<file path="config.mk">
export PLATFORM = sky130hd
export DESIGN_NAME = zion_rr_dff_arbiter
export DESIGN_NICKNAME = d
export VERILOG_FILES = /design/src/rtl/zion_rr_dff_arbiter_pkg.sv /design/src/rtl/zion_clr_en_dff.sv /design/src/rtl/zion_rr_picker.sv /design/src/rtl/zion_rr_dff_arbiter.sv
export SDC_FILE = /design/constraint.sdc
export NUM_CORES = 1
export LEC_CHECK = 0
export BUFFER_PORTS_ARGS = -buffer_cell sky130_fd_sc_hd__buf_2
export CAP_MARGIN = 0
export CELL_PAD_IN_SITES_DETAIL_PLACEMENT = 1
export CELL_PAD_IN_SITES_GLOBAL_PLACEMENT = 1
export CORE_MARGIN = 2
export CORE_UTILIZATION = 30
export CTS_CLUSTER_SIZE = 14
export DETAILED_ROUTE_END_ITERATION = 10
export PLACE_DENSITY = 0.87
export RECOVER_POWER = 100
export SETUP_SLACK_MARGIN = 0.4
export SLEW_MARGIN = 20
export SYNTH_ARGS = -nofsm -noshare
export SYNTH_HDL_FRONTEND = slang
export SYNTH_SLANG_ARGS = --single-unit
</file>
<file path="constraint.sdc">
create_clock -name clk -period 3.1 [get_ports clk]
set_input_delay 0.31 -clock clk [delete_from_list [all_inputs] [get_ports clk]]
set_output_delay 0.31 -clock clk [all_outputs]
set_load 0.01 [all_outputs]
</file>
<file path="src/rtl/zion_rr_dff_arbiter_pkg.sv">
// rtl/zion_rr_dff_arbiter_pkg.sv - shared types and round-robin search for the arbiter
package zion_rr_dff_arbiter_pkg;

    localparam int MAX_REQ   = 16;
    localparam int MAX_IDX_W = 4;

    typedef enum logic {
        IDLE = 1'b0,
        LOCK = 1'b1
    } ArbState_t;

    typedef struct packed {
        logic                 found;
        logic [MAX_IDX_W-1:0] idx;
    } RrPick_t;

    // First valid requester at or above ptr, wrapping at numReq (ptr < numReq assumed)
    function automatic RrPick_t RrPick(
        input logic [MAX_REQ-1:0]   vld,
        input logic [MAX_IDX_W-1:0] ptr,
        input int unsigned          numReq
    );
        RrPick_t     res;
        int unsigned idx;
        res = '0;
        for (int unsigned k = 0; k < MAX_REQ; k++) begin
            idx = 32'(ptr) + k;
            if (idx >= numReq) begin
                idx = idx - numReq;
            end
            if (k < numReq && !res.found && vld[idx[MAX_IDX_W-1:0]]) begin
                res.found = 1'b1;
                res.idx   = idx[MAX_IDX_W-1:0];
            end
        end
        return res;
    endfunction

endpackage

</file>
<file path="src/rtl/zion_clr_en_dff.sv">
// rtl/zion_clr_en_dff.sv - clear/enable holding register with selectable reset style
module zion_clr_en_dff #(
    parameter int               WIDTH    = 32,
    parameter logic [WIDTH-1:0] INI_DATA = '0,
    parameter int               RST_CFG  = 3
) (
    input  logic             clk,
    input  logic             rst,
    input  logic             iEn,
    input  logic             iClr,
    input  logic [WIDTH-1:0] iDat,
    output logic [WIDTH-1:0] oDat
);

    logic [WIDTH-1:0] q;

    generate
        if (RST_CFG == 3) begin : gSyncHigh
            // Synchronous active-high reset; clear beats enable
            always_ff @(posedge clk) begin
                if (rst) begin
                    q <= INI_DATA;
                end else if (iClr) begin
                    q <= INI_DATA;
                end else if (iEn) begin
                    q <= iDat;
                end
            end
        end else if (RST_CFG == 2) begin : gSyncLow
            // Synchronous active-low reset; clear beats enable
            always_ff @(posedge clk) begin
                if (!rst) begin
                    q <= INI_DATA;
                end else if (iClr) begin
                    q <= INI_DATA;
                end else if (iEn) begin
                    q <= iDat;
                end
            end
        end else begin : gNoRst
            // No reset; clear beats enable
            always_ff @(posedge clk) begin
                if (iClr) begin
                    q <= INI_DATA;
                end else if (iEn) begin
                    q <= iDat;
                end
            end
        end
    endgenerate

    assign oDat = q;

endmodule

</file>
<file path="src/rtl/zion_rr_picker.sv">
// rtl/zion_rr_picker.sv - combinational round-robin priority search
module zion_rr_picker
    import zion_rr_dff_arbiter_pkg::*;
#(
    parameter int NUM_REQ = 4,
    parameter int IDX_W   = $clog2(NUM_REQ)
) (
    input  logic [NUM_REQ-1:0] iVld,
    input  logic [IDX_W-1:0]   iPtr,
    output logic               oFound,
    output logic [IDX_W-1:0]   oIdx
);

    RrPick_t pick;

    // Widen to the package's maximum size and run the shared search
    always_comb begin
        pick   = RrPick(MAX_REQ'(iVld), MAX_IDX_W'(iPtr), NUM_REQ);
        oFound = pick.found;
        oIdx   = pick.idx[IDX_W-1:0];
    end

endmodule

</file>
<file path="src/rtl/zion_rr_dff_arbiter.sv">
// rtl/zion_rr_dff_arbiter.sv - round-robin arbiter with burst lock driving a shared clear/enable register
module zion_rr_dff_arbiter
    import zion_rr_dff_arbiter_pkg::*;
#(
    parameter int               NUM_REQ  = 4,
    parameter int               WIDTH    = 32,
    parameter logic [WIDTH-1:0] INI_DATA = '0,
    parameter int               LOCK_TMO = 16
) (
    input  logic                            clk,
    input  logic                            rst,
    input  logic [NUM_REQ-1:0]              iReqVld,
    input  logic [NUM_REQ-1:0]              iReqClr,
    input  logic [NUM_REQ-1:0]              iReqLast,
    input  logic [NUM_REQ-1:0][WIDTH-1:0]   iReqDat,
    output logic [NUM_REQ-1:0]              oReqRdy,
    output logic [WIDTH-1:0]                oDat,
    output logic [$clog2(NUM_REQ)-1:0]      oOwner,
    output logic                            oBusy,
    output logic                            oUpdVld
);

    localparam int IDX_W = $clog2(NUM_REQ);
    localparam int CNT_W = (LOCK_TMO > 0) ? $clog2(LOCK_TMO + 1) : 1;
    localparam bit TMO_EN = (LOCK_TMO > 0);
    localparam logic [CNT_W-1:0] TMO_LAST = (LOCK_TMO > 0) ? CNT_W'(LOCK_TMO - 1) : '0;
    localparam logic [CNT_W-1:0] CNT_MAX  = (LOCK_TMO > 0) ? CNT_W'(LOCK_TMO) : '1;
    localparam logic [IDX_W-1:0] IDX_TOP  = IDX_W'(NUM_REQ - 1);

    ArbState_t        state, stateNxt;
    logic [IDX_W-1:0] ptr, ptrNxt;
    logic [IDX_W-1:0] owner, ownerNxt;
    logic [CNT_W-1:0] cnt, cntNxt;
    logic             updVld;
    logic             pickFound;
    logic [IDX_W-1:0] pickIdx;
    logic [IDX_W-1:0] win;
    logic             hs;

    // Explicit wrap so non-power-of-2 requester counts never reach NUM_REQ
    function automatic logic [IDX_W-1:0] wrapInc(input logic [IDX_W-1:0] i);
        return (i == IDX_TOP) ? '0 : i + 1'b1;
    endfunction

    zion_rr_picker #(
        .NUM_REQ (NUM_REQ),
        .IDX_W   (IDX_W)
    ) uPicker (
        .iVld   (iReqVld),
        .iPtr   (ptr),
        .oFound (pickFound),
        .oIdx   (pickIdx)
    );

    // Grant selection, lock/unlock decisions and timeout counting
    always_comb begin
        stateNxt = state;
        ptrNxt   = ptr;
        ownerNxt = owner;
        cntNxt   = cnt;
        oReqRdy  = '0;
        hs       = 1'b0;
        win      = pickIdx;
        case (state)
            IDLE: begin
                win = pickIdx;
                if (pickFound) begin
                    oReqRdy[pickIdx] = 1'b1;
                    hs               = 1'b1;
                    ownerNxt         = pickIdx;
                    if (iReqLast[pickIdx]) begin
                        ptrNxt = wrapInc(pickIdx);
                    end else begin
                        stateNxt = LOCK;
                        cntNxt   = '0;
                    end
                end
            end
            LOCK: begin
                win = owner;
                if (iReqVld[owner]) begin
                    oReqRdy[owner] = 1'b1;
                    hs             = 1'b1;
                    cntNxt         = '0;
                    if (iReqLast[owner]) begin
                        stateNxt = IDLE;
                        ptrNxt   = wrapInc(owner);
                    end
                end else if (TMO_EN && cnt == TMO_LAST) begin
                    stateNxt = IDLE;
                    ptrNxt   = wrapInc(owner);
                end else if (cnt != CNT_MAX) begin
                    cntNxt = cnt + 1'b1;
                end
            end
            default: begin
                stateNxt = IDLE;
            end
        endcase
    end

    // Control state registers; reset overrides any burst in progress
    always_ff @(posedge clk) begin
        if (rst) begin
            state  <= IDLE;
            ptr    <= '0;
            owner  <= '0;
            cnt    <= '0;
            updVld <= 1'b0;
        end else begin
            state  <= stateNxt;
            ptr    <= ptrNxt;
            owner  <= ownerNxt;
            cnt    <= cntNxt;
            updVld <= hs;
        end
    end

    zion_clr_en_dff #(
        .WIDTH    (WIDTH),
        .INI_DATA (INI_DATA),
        .RST_CFG  (3)
    ) uReg (
        .clk  (clk),
        .rst  (rst),
        .iEn  (hs),
        .iClr (hs && iReqClr[win]),
        .iDat (iReqDat[win]),
        .oDat (oDat)
    );

    assign oOwner  = owner;
    assign oBusy   = (state == LOCK);
    assign oUpdVld = updVld;

endmodule
</file>
==> run metrics, run 1 <==
global-route wire length before repair=33900 microns; Critical Path Slowest Stage Cell=mux4_2; via count=between 5000 and 6000; setup ws final=-0.299 ns; share of the synthesized area in the top cell type=0.229; post-route insts no fill=859; gr usage total=0.326; Area after DPL=~5100 sq um; 1st-iter DRT viols=roughly 580; register area share after synthesis=0.229; Worst EP arrival=3.59 ns; DRT Pass-1 Iters=5; Post-CTS Hold Buffers=0; warnings from Yosys=0; pre-CTS WS=-0.209 ns; Die X=between 100 and 150 microns; cell leakage power=slightly below 0.003 uW; WP data required=about 3.3 ns; clk sink count=43; placed wire-length estimate=about 12000 microns; Area Overhead vs Synth=90.1%; Slew Limit Fails=0; CP endpoint kind=register; CTS max path bufs=2; post-route cell area=about 7000 sq um; std cell rows=40; Peak supply drop=around 0.0007 V; dpl cells=roughly 800; CP Launch Type=register; final hold violation count=0; max cap viols=0; Async SR Flop Fraction=0; Filler Cells Inserted=1363; Final min period=between 3 and 4 ns; Slew HR=0.487; ranking of synthesized cells by area=dfxtp_1 23%, a2111oi_0 15%, and3_1 11%, a211oi_1 7.4%, nor3b_1 6.6%; most used routing layer in global routing=met2; cell with the most instances after synthesis=and3_1; clk root buf=clkbuf_16; PwrDens=between 1000 and 1500 nW/um^2; Initial Util=0.311; combinational share of power=0.846; Net Sw Frac=0.516; vias per cell=roughly 6.6; Routed WL=26200 microns; Final ANT Viol Nets=0; NumNets Final=between 800 and 900; post-synth cell types=52; final worst-path cycle share=1.10; syn avg cell area=about 8 sq um; IO Port Bufs=181; grt met1 use=0.378; vias in the first global route=about 6000; Yosys top cell by area=dfxtp_1; failing checks=setup timing; Top FF cell, synth=dfxtp_1; H-tree Lvls=2; crit path max fanout=14; clock-pin slew on the worst setup and hold paths=0.08 ns; DR DRC count=0; delay of the slowest critical-path stage=between 0.6 and 0.7 ns; synthesized instance count=approximately 460; maximum clock frequency=~0.29 GHz; Hold/Removal Path Class=input port to register; Syn Nets=between 600 and 700; Layout Skew=0.00448 ns; Pint=between 4000 and 5000 uW; type of the worst setup path=register to register; drt wl/cell=approximately 30 microns; largest net degree at the start of global routing=46; #FFs+latches synth=43; clk_lat worst skew=0.30 ns; critical-path cell list=buf_4 > mux4_2 > inv_1 > and4_4 > buf_12 > buf_4 > a21oi_4 > buf_12 > buf_12 > nor3b_1 > a21oi_1 > a211oi_2; die height=116 microns; CTS tree=done; area of the core=12100 sq um; die area=13500 sq um; gpl congestion=0.902; grt ovf=0; worst-margin pin slew=about 0.77 ns; Post-synth EDFFs=0; met3 Use GR=0.0596; Mapped Area=~3800 sq um; sw power=between 4000 and 5000 uW; most used cell, CP=buf_12; initial antenna violation count=1; M2 GR Usage=0.572; clock power share=0.064; Final Setup Violations=37; num ports=182; RSZ-0062 raised after global routing=true; register share of total power=0.090; Synth top cells by count=66 x and3_1, 64 x a2111oi_0, 43 x dfxtp_1; TritonCTS buffer count=5; share of post-route cells with drive strength above 1=0.679; status=finished with violations
[final timing paths]
check	start	to	slack, ns	depth (start not counted)
worst max-delay path	ptr[1]	uReg.oDat[14]	-0.30	12
worst min-delay path	iReqDat[15]	uReg.oDat[15]	0.34	3
worst max register to register	ptr[1]	uReg.oDat[14]	-0.30	12
worst min register to register	cnt[4]	cnt[4]	0.63	2
[repair_timing]
action	CTS	global route
gates resized for setup	213	78
pin swaps	25	24
cloned	5	3
setup endpoints to repair	44	44
buffers inserted	34	13
[routing by layer]
layer | wire length, microns | share of wire | vias to the layer above
li1 | - | - | 2327
met1 | 9530 | 0.36 | 2794
met2 | 12900 | 0.49 | 417
met3 | 1860 | 0.071 | 159
met4 | 1890 | 0.072 | 0
met5 | 0 | 0 | -
[kinds of logic after synthesis]
family,Yosys count,share of synthesized area
compound gates,184,0.370
simple gates,139,0.233
buf+inv,65,0.0751
flops,43,0.229
fa+ha+maj,15,0.0499
mux,11,0.0439
[layout by cell type, fill, tap and decap left out, types with 9 or more instances in the layout]
| cell type | n |
|---|---|
| inv_1 | 12 |
| buf_6 | 20 |
| buf_12 | 12 |
| a2111oi_4 | 12 |
| a21oi_1 | 18 |
| nor3b_1 | 9 |
| nand2_1 | 10 |
| nor3b_2 | 23 |
| a2111oi_2 | 43 |
| a211oi_2 | 32 |
| and3_1 | 66 |
| buf_2 | 181 |
| a21oi_2 | 17 |
| buf_4 | 49 |
| dfxtp_1 | 41 |
[metrics by stage]
stage          total power, uW  utilization  setup TNS, ns  hold slack (ns)
3_3_place_gp              4650        0.420        -0.0314            0.516
3_5_place_dp              4870        0.420          -1.31            0.550
4_1_cts                   7560        0.540        -0.0262            0.327
6_report                  9080        0.591          -5.44            0.339
2_1_floorplan             3360            -              0            0.500
5_1_grt                   9350        0.590          -8.00            0.346
[final cells by class]
class	instances	area [sq um]	area share
Antenna cell	2	5.00	0.000700
Clock buffer	5	125	0.0175
Clock inverter	2	13.8	0.00192
Inverter	17	70.1	0.00980
Multi-Input combinational cell	349	3860	0.539
Sequential cell	43	866	0.121
Tap cell	168	210	0.0294
Timing Repair Buffer	273	2010	0.281
[power groups by stage]
stage                     clock, uW  combinational [uW]  sequential [uW]
after floorplan                   0                2500              853
after global placement            0                3850              801
after detailed placement          0                4060              809
after CTS                       545                6220              798
after global routing            591                7920              832
final                           578                7680              821
[critical path: cells and delay by family (launching register included)]
| family | cells | cell delay (ns) |
|---|---|---|
| AOI/OAI and AO/OA | 3 | 0.57 |
| buffers and inverters | 6 | 0.92 |
| DFF | 1 | 0.37 |
| muxes | 1 | 0.62 |
| and+or+nand+nor | 2 | 0.79 |
[registers in the layout, indices dropped and copies added, names as in the netlist]
register   flops
oUpdVld        1
cnt            5
oBusy          1
uReg.oDat     32
oOwner         2
ptr            2
(Power assumes the default switching activity.)
==> run 2: changes to the inputs <==
--- a/config.mk
+++ b/config.mk
@@ -10,10 +10,11 @@
 export CELL_PAD_IN_SITES_DETAIL_PLACEMENT = 1
 export CELL_PAD_IN_SITES_GLOBAL_PLACEMENT = 1
 export CORE_MARGIN = 2
-export CORE_UTILIZATION = 30
+export CORE_UTILIZATION = 31
+export CTS_BUF_LIST = sky130_fd_sc_hd__clkbuf_4
 export CTS_CLUSTER_SIZE = 14
 export DETAILED_ROUTE_END_ITERATION = 10
-export PLACE_DENSITY = 0.87
+export PLACE_DENSITY = 0.89
 export RECOVER_POWER = 100
 export SETUP_SLACK_MARGIN = 0.4
 export SLEW_MARGIN = 20
==> run metrics, run 2 (synthesis gave the netlist of run 1 again) <==
status=finished with violations; failing checks=setup timing; Layout Skew=0.0256 ns (+0.0211 ns); Pint=3150 uW (-28%); CP endpoint kind=output pin; critical-path cell list=clkinvlp_4 > ha_4 > a21bo_4 > o32ai_2 > nand4_1 > buf_4 > a21oi_4 > inv_2 > ha_2 > a22o_1 > buf_2; RSZ-0062 raised after global routing=true; sw power=3170 uW (-32%); die height=114 microns (-1.6%); Peak supply drop=0.000455 V (-34%); max FFs per register=32 (unchanged); largest net degree at the start of global routing=36 (-22%); drt wl/cell=20.9 microns (-31%); placed wire-length estimate=11900 microns (-3.7%); clock power share=0.063 (about the same); H-tree Lvls=2 (unchanged); Slew Limit Fails=0 (unchanged); DR DRC count=0 (unchanged); gr usage total=0.243 (-0.0828); setup_tns=-1.11 ns (+4.34 ns); setup ws final=-0.106 ns (+0.193 ns); Post-CTS Hold Buffers=0 (unchanged); Net Sw Frac=0.502 (-0.0143); gpl congestion=0.901 (about the same); DRT Pass-1 Iters=4 (-1); max cap viols=0 (unchanged); Slew HR=0.461 (-0.0254); clock-pin slew on the worst setup and hold paths=0.17 ns (+0.09 ns); clk root buf=clkbuf_4; IO Port Bufs=181 (unchanged); combinational share of power=0.808 (-0.038); final worst-path cycle share=1.03 (-0.0624); Routed WL=17000 microns (-35%); Final min period=3.21 ns (-0.193 ns); fin util=0.484 (-0.106); Area Overhead vs Synth=53.3%; NumNets Final=824 (-2.6%); num ports=182 (unchanged); Hold/Removal Path Class=input port to register; Reg2Reg Depth=11 (-1); maximum clock frequency=0.312 GHz (+6.0%); vias in the first global route=5058 (-16%); std cell rows=40 (unchanged); Die X=114 microns (-1.6%); CTS max path bufs=2 (unchanged); 1st-iter DRT viols=279 (-52%); commonest cells after routing, fill and taps aside=146 x buf_2, 66 x and3_1, 55 x buf_4; Final ANT Viol Nets=0 (unchanged); Filler Cells Inserted=1466 (+7.6%); area of the core=11900 sq um (-1.7%); final hold violation count=0 (unchanged); global-route wire length before repair=25300 microns (-25%); vias per cell=5.94 (-10%); initial antenna violation count=1 (unchanged); cell leakage power=0.00238 uW (-18%); share of post-route cells with drive strength above 1=0.458 (-0.221); Critical Path Slowest Stage Cell=dfxtp_4; die area=13000 sq um (-3.1%); CTS tree=done; PwrDens=1100 nW/um^2 (-14%); type of the worst setup path=register to output pin; via count=4850 (-15%); register share of total power=0.129 (+0.039); delay of the slowest critical-path stage=0.43 ns (-0.19 ns); WHS=0.229 ns (-0.110 ns); TritonCTS buffer count=5 (unchanged); grt ovf=0 (unchanged); WP data required=2.79 ns (-0.50 ns); Final Setup Violations=24 (-35%); crit path max fanout=7 (-7); post-route insts no fill=816 (-5.0%); CP Launch Type=register; Initial Util=0.316 (+0.00522); Hold Crit Depth=3 (unchanged); clk sink count=43 (unchanged); pre-CTS WS=-0.118 ns (+0.0918 ns); clk_lat worst skew=0.39 ns (+0.09 ns); most common cell after layout, fill and taps aside=buf_2; worst-margin pin slew=0.808 ns (+0.0382 ns); dpl cells=780 (-1.9%); Worst EP arrival=2.90 ns (-0.69 ns)
run 2: area by class of cell:
| class | instances | area (sq um) | share of cell area |
|---|---|---|---|
| multi-input cells | 349 | 3080 | 0.534 |
| repair buffers | 251 | 1490 | 0.258 |
| flip-flops and latches | 43 | 866 | 0.150 |
| well taps | 147 | 184 | 0.0319 |
| inverters | 17 | 67.6 | 0.0117 |
| clock inverters | 3 | 43.8 | 0.00759 |
| clock buffers | 5 | 37.5 | 0.00651 |
| diodes | 1 | 2.50 | 0.000434 |
run 2: path summary, 6_finish.rpt:
check,start,endpoint,slack [ns]
min,iReqDat[0],uReg.oDat[0],0.23
min reg2reg,cnt[3],cnt[3],0.57
max,ptr[0],oReqRdy[3],-0.11
max reg2reg,ptr[0],uReg.oDat[28],-0.07
run 2: through the flow:
step                      cell area, sq um  power (uW)
after floorplan                       3820        3360
after global placement                5100        4650
after detailed placement              5100        4840
after CTS                             5490        5760
after global routing                  5770        6770
final                                 5770        6320
run 2: critical path: cells and delay by family, from the launching register on:
| family | cells | cell delay [ns] |
|---|---|---|
| buf+inv | 4 | 0.52 |
| flops | 1 | 0.43 |
| fa+ha+maj | 2 | 0.49 |
| compound gates | 4 | 0.90 |
| simple gates | 1 | 0.16 |
run 2: repair_timing:
item,CTS,global route
resized for setup,68,43
endpoints found under the setup margin,44,46
setup buffers,11,16
pin swaps,10,14
run 2: per-layer routing:
layer  wire, microns  vias to the layer above  GRT usage
met4             317                        0     0.0732
li1                -                     2283          -
met3            1000                       23     0.0418
met1            6670                     2370      0.280
met2            9060                      174      0.456
met5               0                        -          0
run 2: power by group through the flow:
stage          combinational (uW)  clock (uW)  sequential (uW)
3_3_place_gp                 3840           0              817
4_1_cts                      4540         408              814
5_1_grt                      5500         432              838
6_report                     5100         397              817
3_5_place_dp                 4020           0              825
2_1_floorplan                2500           0              853
==> run 3: changes to the inputs <==
--- a/config.mk
+++ b/config.mk
@@ -5,7 +5,7 @@
 export SDC_FILE = /design/constraint.sdc
 export NUM_CORES = 1
 export LEC_CHECK = 0
-export BUFFER_PORTS_ARGS = -buffer_cell sky130_fd_sc_hd__buf_2
+export BUFFER_PORTS_ARGS = -buffer_cell sky130_fd_sc_hd__buf_4
 export CAP_MARGIN = 0
 export CELL_PAD_IN_SITES_DETAIL_PLACEMENT = 1
 export CELL_PAD_IN_SITES_GLOBAL_PLACEMENT = 1
==> run metrics, run 3 (synthesis gave the netlist of run 1 again) <==
Layout Skew=0.00742 ns (-0.0182 ns); post-route cell area=6580 sq um (+14%); CTS tree=done; delay of the slowest critical-path stage=0.43 ns (about the same); commonest cells after routing, fill and taps aside=183 x buf_4, 65 x and3_1, 41 x dfxtp_1; Area after DPL=5490 sq um (+7.7%); Slew HR=0.556 (+0.0953); setup_tns=-2.17 ns (-1.07 ns); Slew Limit Fails=0 (unchanged); most common cell after layout, fill and taps aside=buf_4; Area Overhead vs Synth=74.8%; final hold violation count=0 (unchanged); final worst-path cycle share=1.04 (+0.00900); worst path bufs/invs=3 (-1); initial antenna violation count=0 (-1); NumNets Final=826 (+0.24%); gr usage total=0.246 (+0.00290); fin util=0.552 (+0.0680); Final Setup Violations=38 (+58%); PwrDens=1120 nW/um^2 (+2.3%); status=finished with violations; Peak supply drop=0.000539 V (+18%); H-tree Lvls=2 (unchanged); global-route wire length before repair=25800 microns (+1.9%); CTS max path bufs=2 (unchanged); vias in the first global route=5128 (+1.4%); CP top delay family=compound AO/OA/AOI/OAI gates; die area=13000 sq um (unchanged); R2R Setup Slk=-0.11 ns (-0.04 ns); register area=866 sq um (unchanged); Antenna Cells=0 (-1); clk sink count=43 (unchanged); max FFs per register=32 (unchanged); type of the worst setup path=register to output pin; Worst EP arrival=2.92 ns (+0.02 ns); gpl congestion=0.877 (-2.7%); CP Launch Type=register; CP endpoint kind=output pin; TritonCTS buffer count=5 (unchanged); clk root buf=clkbuf_4; Hold/Removal Path Class=input port to register; Routed WL=19500 microns (+14%); num ports=182 (unchanged); 1st-iter DRT viols=334 (+20%); via count=5056 (+4.2%); WHS=0.244 ns (+0.0144 ns); die height=114 microns (unchanged); failing checks=setup timing; WP data required=2.79 ns (about the same); Final ANT Viol Nets=0 (unchanged); Filler Cells Inserted=1367 (-6.8%); clock-pin slew on the worst setup and hold paths=0.15 ns (-0.02 ns); worst-margin pin slew=0.664 ns (-0.144 ns); share of post-route cells with drive strength above 1=0.533 (+0.0748); area of the multi-input gates=3370 sq um (+9.6%); Critical Path Slowest Stage Cell=dfxtp_4; setup ws final=-0.134 ns (-0.0279 ns); IO Port Bufs=181 (unchanged); DR DRC count=0 (unchanged); largest net degree at the start of global routing=57 (+58%); RSZ-0062 raised after global routing=true; max cap viols=0 (unchanged); Die X=114 microns (unchanged); maximum clock frequency=0.309 GHz (-0.86%); cell leakage power=0.00263 uW (+10%); drt wl/cell=23.9 microns (+14%); area of the core=11900 sq um (unchanged); vias per cell=6.19 (+4.1%); Final Power=7370 uW (+17%); placed wire-length estimate=11900 microns (+0.33%); grt ovf=0 (unchanged); clk_lat worst skew=0.37 ns (-0.02 ns); Post-CTS Hold Buffers=0 (unchanged); crit path max fanout=6 (-1); Final min period=3.23 ns (+0.0279 ns); DRT Pass-1 Iters=6 (+2); std cell rows=40 (unchanged); critical-path cell list=clkinvlp_4 > ha_4 > or3_4 > a311o_1 > o22a_1 > buf_6 > ha_4 > a22o_1 > buf_6; Initial Util=0.316 (unchanged)
run 3: through the flow:
step,instances,setup slack [ns]
2_1_floorplan,457,0.0999
3_3_place_gp,772,0.0833
3_5_place_dp,772,-0.00553
4_1_cts,796,-0.0468
5_1_grt,817,-0.245
6_report,817,-0.134
run 3: path summary, 6_finish.rpt:
check,endpoint,depth (start not counted),startpoint
setup / recovery,oReqRdy[2],9,ptr[0]
hold / removal,uReg.oDat[18],3,iReqDat[18]
setup reg to reg,uReg.oDat[2],10,ptr[0]
hold reg to reg,cnt[3],2,cnt[3]
run 3: what timing repair did:
| action | CTS | global route |
|---|---|---|
| setup endpoints to repair | 44 | 44 |
| buffers inserted | 16 | 15 |
| cloned | 0 | 6 |
| gates resized for setup | 46 | 154 |
| pin swaps | 17 | 19 |
run 3: routing by layer:
metal / global-route usage / share of wire / routed length [microns] / vias up
met3: 0.0450 / 0.061 / 1180 / 39
met4: 0.0805 / 0.019 / 376 / 0
met2: 0.463 / 0.53 / 10400 / 202
met5: 0 / 0 / 0 / -
met1: 0.278 / 0.39 / 7520 / 2526
li1: - / - / - / 2289
run 3: worst min-delay path: cells and delay by family:
family	cells	cell delay (ns)
compound gates	2	0.20
buf+inv	1	0.08
run 3: final cells by class:
class                   count  area share
multi-input cells         349       0.513
clock inverters             1    0.000761
clock buffers               7     0.00799
repair buffers            253       0.308
well taps                 147      0.0280
inverters                  17      0.0107
flip-flops and latches     43       0.132
run 3: power by group:
part | leakage, uW | switching, uW | internal (uW)
sequential | 0.000354 | 93.5 | 711
clock | 0.0000361 | 209 | 107
combinational | 0.00224 | 3410 | 2840
total | 0.00263 | 3710 | 3660
